## src/rtl/conv_layer_sequencer.sv

```systemverilog
`default_nettype none
// ============================================================================
// Module   : conv_layer_sequencer
// Purpose  : Streams weights/biases/input into one conv engine, starts it,
//            forwards its results and checks the output count.
// Revision : 1.0 - initial release
// ============================================================================
module conv_layer_sequencer #(
  parameter int INPUT_CHANNELS  = 64,
  parameter int OUTPUT_CHANNELS = 128,
  parameter int KERNEL_SIZE     = 3,
  parameter int INPUT_WIDTH     = 30,
  parameter int INPUT_HEIGHT    = 30,
  localparam int N_IN  = INPUT_CHANNELS * INPUT_HEIGHT * INPUT_WIDTH,
  localparam int N_W   = OUTPUT_CHANNELS * INPUT_CHANNELS * KERNEL_SIZE * KERNEL_SIZE,
  localparam int N_B   = OUTPUT_CHANNELS,
  localparam int N_OUT = OUTPUT_CHANNELS * (INPUT_HEIGHT - KERNEL_SIZE + 1)
                         * (INPUT_WIDTH - KERNEL_SIZE + 1),
  localparam int IN_AW = (N_IN > 1) ? $clog2(N_IN) : 1,
  localparam int W_AW  = (N_W  > 1) ? $clog2(N_W)  : 1,
  localparam int B_AW  = (N_B  > 1) ? $clog2(N_B)  : 1
) (
  input  logic             clk,
  input  logic             rst,
  input  logic             cfg_start,
  input  logic             cfg_load_params,
  input  logic [31:0]      s_data,
  input  logic             s_valid,
  output logic             s_ready,
  output logic             conv_start,
  input  logic             conv_done,
  output logic             conv_input_we,
  output logic [IN_AW-1:0] conv_input_addr,
  output logic [7:0]       conv_input_data,
  output logic             conv_weight_we,
  output logic [W_AW-1:0]  conv_weight_addr,
  output logic [7:0]       conv_weight_data,
  output logic             conv_bias_we,
  output logic [B_AW-1:0]  conv_bias_addr,
  output logic [31:0]      conv_bias_data,
  input  logic [7:0]       conv_result,
  input  logic             conv_valid,
  output logic [7:0]       m_data,
  output logic             m_valid,
  output logic             m_last,
  output logic             busy,
  output logic             layer_done,
  output logic             err_count,
  output logic             params_loaded
);

  localparam int CW_A = (IN_AW > W_AW) ? IN_AW : W_AW;
  localparam int CW   = (CW_A > B_AW) ? CW_A : B_AW;
  localparam int OCW  = $clog2(N_OUT + 1);

  typedef enum logic [2:0] {
    IDLE   = 3'd0,
    LOAD_W = 3'd1,
    LOAD_B = 3'd2,
    LOAD_I = 3'd3,
    START  = 3'd4,
    RUN    = 3'd5,
    DONE   = 3'd6
  } state_t;

  state_t         state;
  state_t         state_nxt;
  logic [CW-1:0]  cnt;
  logic [OCW-1:0] out_cnt;
  logic           accept;
  logic           last_beat;

  always_ff @(posedge clk or posedge rst) begin
    if (rst) state <= IDLE;
    else     state <= state_nxt;
  end

  always_comb begin
    state_nxt = state;
    s_ready   = 1'b0;
    last_beat = 1'b0;
    busy      = (state != IDLE);
    case (state)
      IDLE: begin
        if (cfg_start)
          state_nxt = (cfg_load_params || !params_loaded) ? LOAD_W : LOAD_I;
      end
      LOAD_W: begin
        s_ready   = 1'b1;
        last_beat = (cnt == CW'(N_W - 1));
        if (s_valid && last_beat) state_nxt = LOAD_B;
      end
      LOAD_B: begin
        s_ready   = 1'b1;
        last_beat = (cnt == CW'(N_B - 1));
        if (s_valid && last_beat) state_nxt = LOAD_I;
      end
      LOAD_I: begin
        s_ready   = 1'b1;
        last_beat = (cnt == CW'(N_IN - 1));
        if (s_valid && last_beat) state_nxt = START;
      end
      START:   state_nxt = RUN;
      RUN:     if (conv_done) state_nxt = DONE;
      DONE:    state_nxt = IDLE;
      default: state_nxt = IDLE;
    endcase
  end

  assign accept = s_valid && s_ready;

  always_ff @(posedge clk or posedge rst) begin
    if (rst) begin
      cnt              <= '0;
      out_cnt          <= '0;
      conv_start       <= 1'b0;
      conv_input_we    <= 1'b0;
      conv_input_addr  <= '0;
      conv_input_data  <= '0;
      conv_weight_we   <= 1'b0;
      conv_weight_addr <= '0;
      conv_weight_data <= '0;
      conv_bias_we     <= 1'b0;
      conv_bias_addr   <= '0;
      conv_bias_data   <= '0;
      m_data           <= '0;
      m_valid          <= 1'b0;
      m_last           <= 1'b0;
      layer_done       <= 1'b0;
      err_count        <= 1'b0;
      params_loaded    <= 1'b0;
    end else begin
      conv_start     <= 1'b0;
      conv_input_we  <= 1'b0;
      conv_weight_we <= 1'b0;
      conv_bias_we   <= 1'b0;
      m_valid        <= 1'b0;
      m_last         <= 1'b0;
      layer_done     <= 1'b0;
      // The beat index wraps to zero on the last beat so each load state starts at 0
      if (accept) cnt <= last_beat ? '0 : cnt + CW'(1);
      case (state)
        IDLE: begin
          if (cfg_start) begin
            cnt       <= '0;
            out_cnt   <= '0;
            err_count <= 1'b0;
            if (cfg_load_params) params_loaded <= 1'b0;
          end
        end
        LOAD_W: begin
          if (accept) begin
            conv_weight_we   <= 1'b1;
            conv_weight_addr <= cnt[W_AW-1:0];
            conv_weight_data <= s_data[7:0];
          end
        end
        LOAD_B: begin
          if (accept) begin
            conv_bias_we   <= 1'b1;
            conv_bias_addr <= cnt[B_AW-1:0];
            conv_bias_data <= s_data;
            if (last_beat) params_loaded <= 1'b1;
          end
        end
        LOAD_I: begin
          if (accept) begin
            conv_input_we   <= 1'b1;
            conv_input_addr <= cnt[IN_AW-1:0];
            conv_input_data <= s_data[7:0];
          end
        end
        START: conv_start <= 1'b1;
        RUN: begin
          if (conv_valid) begin
            m_data  <= conv_result;
            m_valid <= 1'b1;
            m_last  <= (out_cnt == OCW'(N_OUT - 1));
            // Extra beats are still forwarded but flag a count error
            if (out_cnt == OCW'(N_OUT)) err_count <= 1'b1;
            else                        out_cnt   <= out_cnt + OCW'(1);
          end
        end
        DONE: begin
          if (out_cnt != OCW'(N_OUT)) err_count <= 1'b1;
          layer_done <= 1'b1;
        end
        default: ;
      endcase
    end
  end

endmodule
`default_nettype wire

```

## config.mk

```make
export PLATFORM = sky130hd
export DESIGN_NAME = conv_layer_sequencer
export DESIGN_NICKNAME = d
export VERILOG_FILES = /design/src/rtl/conv_layer_sequencer.sv
export SDC_FILE = /design/constraint.sdc
export NUM_CORES = 1
export LEC_CHECK = 0
export CAP_MARGIN = 20
export CORE_UTILIZATION = 45
export CTS_CLUSTER_SIZE = 25
export DETAILED_ROUTE_END_ITERATION = 12
export PLACE_DENSITY_LB_ADDON = 0.25
export SKIP_LAST_GASP = 1
export SYNTH_ARGS = -nofsm -noshare
export SYNTH_HDL_FRONTEND = slang
export SYNTH_SLANG_ARGS = --single-unit
export TNS_END_PERCENT = 30
```

## constraint.sdc

```tcl
create_clock -name clk -period 6.7 [get_ports clk]
set_clock_uncertainty 0.15 [all_clocks]
set_input_delay 0.67 -clock clk [delete_from_list [all_inputs] [get_ports clk]]
set_output_delay 0.67 -clock clk [all_outputs]
set_load 0.05 [all_outputs]
```

==> run metrics <==
critical setup path kind reg2out; DRC Markers 0; most common cell after layout, fill and taps aside clkdlybuf4s50_1; Antenna Violating Nets Remaining 0; Fin Hold WS 0.328 ns; largest family of logic cells by synthesized area multiplexers; CP arrival between 2 and 2.5 ns; first-pass GRT wire length between 20,000 and 25,000 um; Longest Clk Path Bufs 2; port buffer count 153; worst-case reg-to-reg path depth 4; Non-Filler Instances around 830; global placement routability congestion 0.833; Simple-Gate Fraction of Synth Area 13.4%; sequential share of the synthesized area 59.6%; crit path time final 3.10 ns; vias in the first global route around 4,300; Sink Count between 100 and 150; setup repair bufs after CTS 0; worst reg2reg path endpoint conv_bias_data[2]; leakage dissipation 3.73 nW; setup TNS 0 ns; top-area cell type share of the netlist area roughly 60%; Min-Delay Path Class reg2reg; hpwl dp 9090 um; most frequent cells in the layout clkdlybuf4s50_1, dfrtp_1, mux2_2; Synth Cell Area 5960 um^2; CP max FO 19; Initial Util 46.7%; Initial DRC Count 195; Place WS about 3.2 ns; vias per inst a little over 5; layout cells sized above 1 20.4%; reg-to-reg startpoint state[2]; core area about 13,000 um^2; endpoints failing setup 0; status finished clean; Crit. End Element output port; worst hold path cell count 2; fill cell count 990; I/O pins 154; Slew HR 33.5%; mux share of post-synthesis cell area approximately 17%; post-cts sizing count 0; top cells by area, synth dfrtp_1, mux2_2, nand2_1, nor2_1, xor2_1; total die area 13,700 um^2; total grt overflow 0; Total Wirelength 13,400 um; initial antenna violation count 0; die height 117 um; post-synthesis cell type count 48; H-tree Lvls 4; RSZ-0062 raised after global routing no; Row Count 41; pin count of the biggest net entering global routing 75; via count 4,271; final worst slack about 3.6 ns; number of max-cap violations 0; chip width 117 um; Post-synth top flop dfrtp_1; Skew-Pair Late Insertion Delay 0.42 ns; Seq cells post-synth 142; placed insts 796; area leader, netlist dfrtp_1; adder-cell share of the synthesized area less than 1%; ys async rst share 100%; DR pass1 iterations 4; Slew @ Worst Pin 0.992 ns; Tot GR Track Use 21.4%; CTS tree built; hold path endpoint m_data[4]; Highest Clock Rate 0.322 GHz; Ys Warns 0; count of final max-slew check failures 0; # hold bufs at CTS 0; Synth Area in Compound Gates under 10%; Fin. Hold Viols 0; Avg Cell Area, Syn around 12 um^2; CTS buffer count 17; startpoint type of the worst setup path register; reg2reg setup slack 3.78 ns; Routed WL per cell around 16 um; number of diodes 0; root buf cell clkbuf_16; Critical Path RT 5.88 ns; Clock transition at path regs roughly 0.06 ns; Post-synth EDFFs 0; Area growth, synth to finish 38.0%; final worst-path cycle share a little under half; Hold Startpoint m_data[4]; post-synth net total 537; Gate Count Post-Synth just under 500; PwrDens approximately 260 nW/um^2; maximum vdd ir drop approximately 0.00016 V; Net count, final between 600 and 700; Synth Area in XOR/XNOR 4.11%
==> worst max-delay path by stage <==
stage               startpoint            endpoint  slack (ns)  cells past startpoint
CTS                   state[0]             s_ready        3.60                      3
floorplan                  rst              cnt[0]        2.07                      1
finish                state[0]             s_ready        3.60                      3
global route          state[0]             s_ready        3.45                      3
global placement       s_valid   conv_bias_data[0]        3.29                      5
detailed placement     s_valid  conv_bias_data[31]        3.19                      5
==> area by class of cell <==
cell class                      count  area (um^2)  area share, %
Sequential cell                   142         3550           43.2
Multi-Input combinational cell    312         2280           27.8
Timing Repair Buffer              158         1570           19.1
Clock buffer                       21          460           5.60
Tap cell                          172          215           2.62
Clock inverter                     11         92.6           1.13
Inverter                           12         50.0          0.608
==> synthesized netlist by cell type (2+ instances only) <==
cell / instances
and3_1: 2
xnor2_1: 10
dfrtp_1: 142
or2_2: 4
or4b_2: 2
nand2_1: 51
inv_1: 12
mux2i_1: 3
nor3_1: 11
nand4_1: 6
and2_1: 2
nor4_1: 8
a21oi_1: 9
or4_1: 3
xor2_1: 18
clkbuf_1: 19
nand3_1: 18
mux2_2: 87
ha_1: 3
o21ai_0: 4
nor2_1: 44
or3_1: 3
==> where the power goes <==
group          internal [mW]  leakage, nW  switching, mW
sequential             0.904         1.89         0.0481
combinational          0.115         1.57          0.175
clock                  0.526        0.272          0.353
total                   1.54         3.73          0.576
==> per-stage QoR <==
stage	util (%)	instance area, um^2	power, mW
after floorplan	-	5960	1.14
after global placement	60.1	7670	1.25
after detailed placement	60.1	7670	1.26
after CTS	64.4	8230	2.14
after global routing	64.4	8230	2.21
final	64.4	8230	2.12
==> logic make-up after synthesis <==
logic type      after synthesis
compound gates               26
xor+xnor                     28
fa+ha+maj                     3
buf+inv                      33
flops                       142
mux                          90
simple gates                165
==> layer usage <==
metal  vias to the layer above  wire length, um  global-route usage, %
met5                         -                0                      0
met2                       174             6250                   33.2
met4                         0              218                   8.27
met1                      2081             5660                   26.4
li1                       1993                -                      -
met3                        23             1310                   9.53
==> worst max-delay path, stage by stage (launching register included) <==
cell	delay (ns)
dfrtp_1	0.67
nor2_1	0.21
nor2_1	0.14
clkdlybuf4s50_1	0.84
==> state kept, by name, indices dropped and copies added, names as in the netlist, 7 cells and up <==
name	cells
cnt	17
conv_weight_data	8
m_data	8
conv_bias_data	32
conv_bias_addr	7
conv_weight_addr	17
out_cnt	17
conv_input_data	8
conv_input_addr	16
No activity file was read; power rests on OpenSTA's default activity.
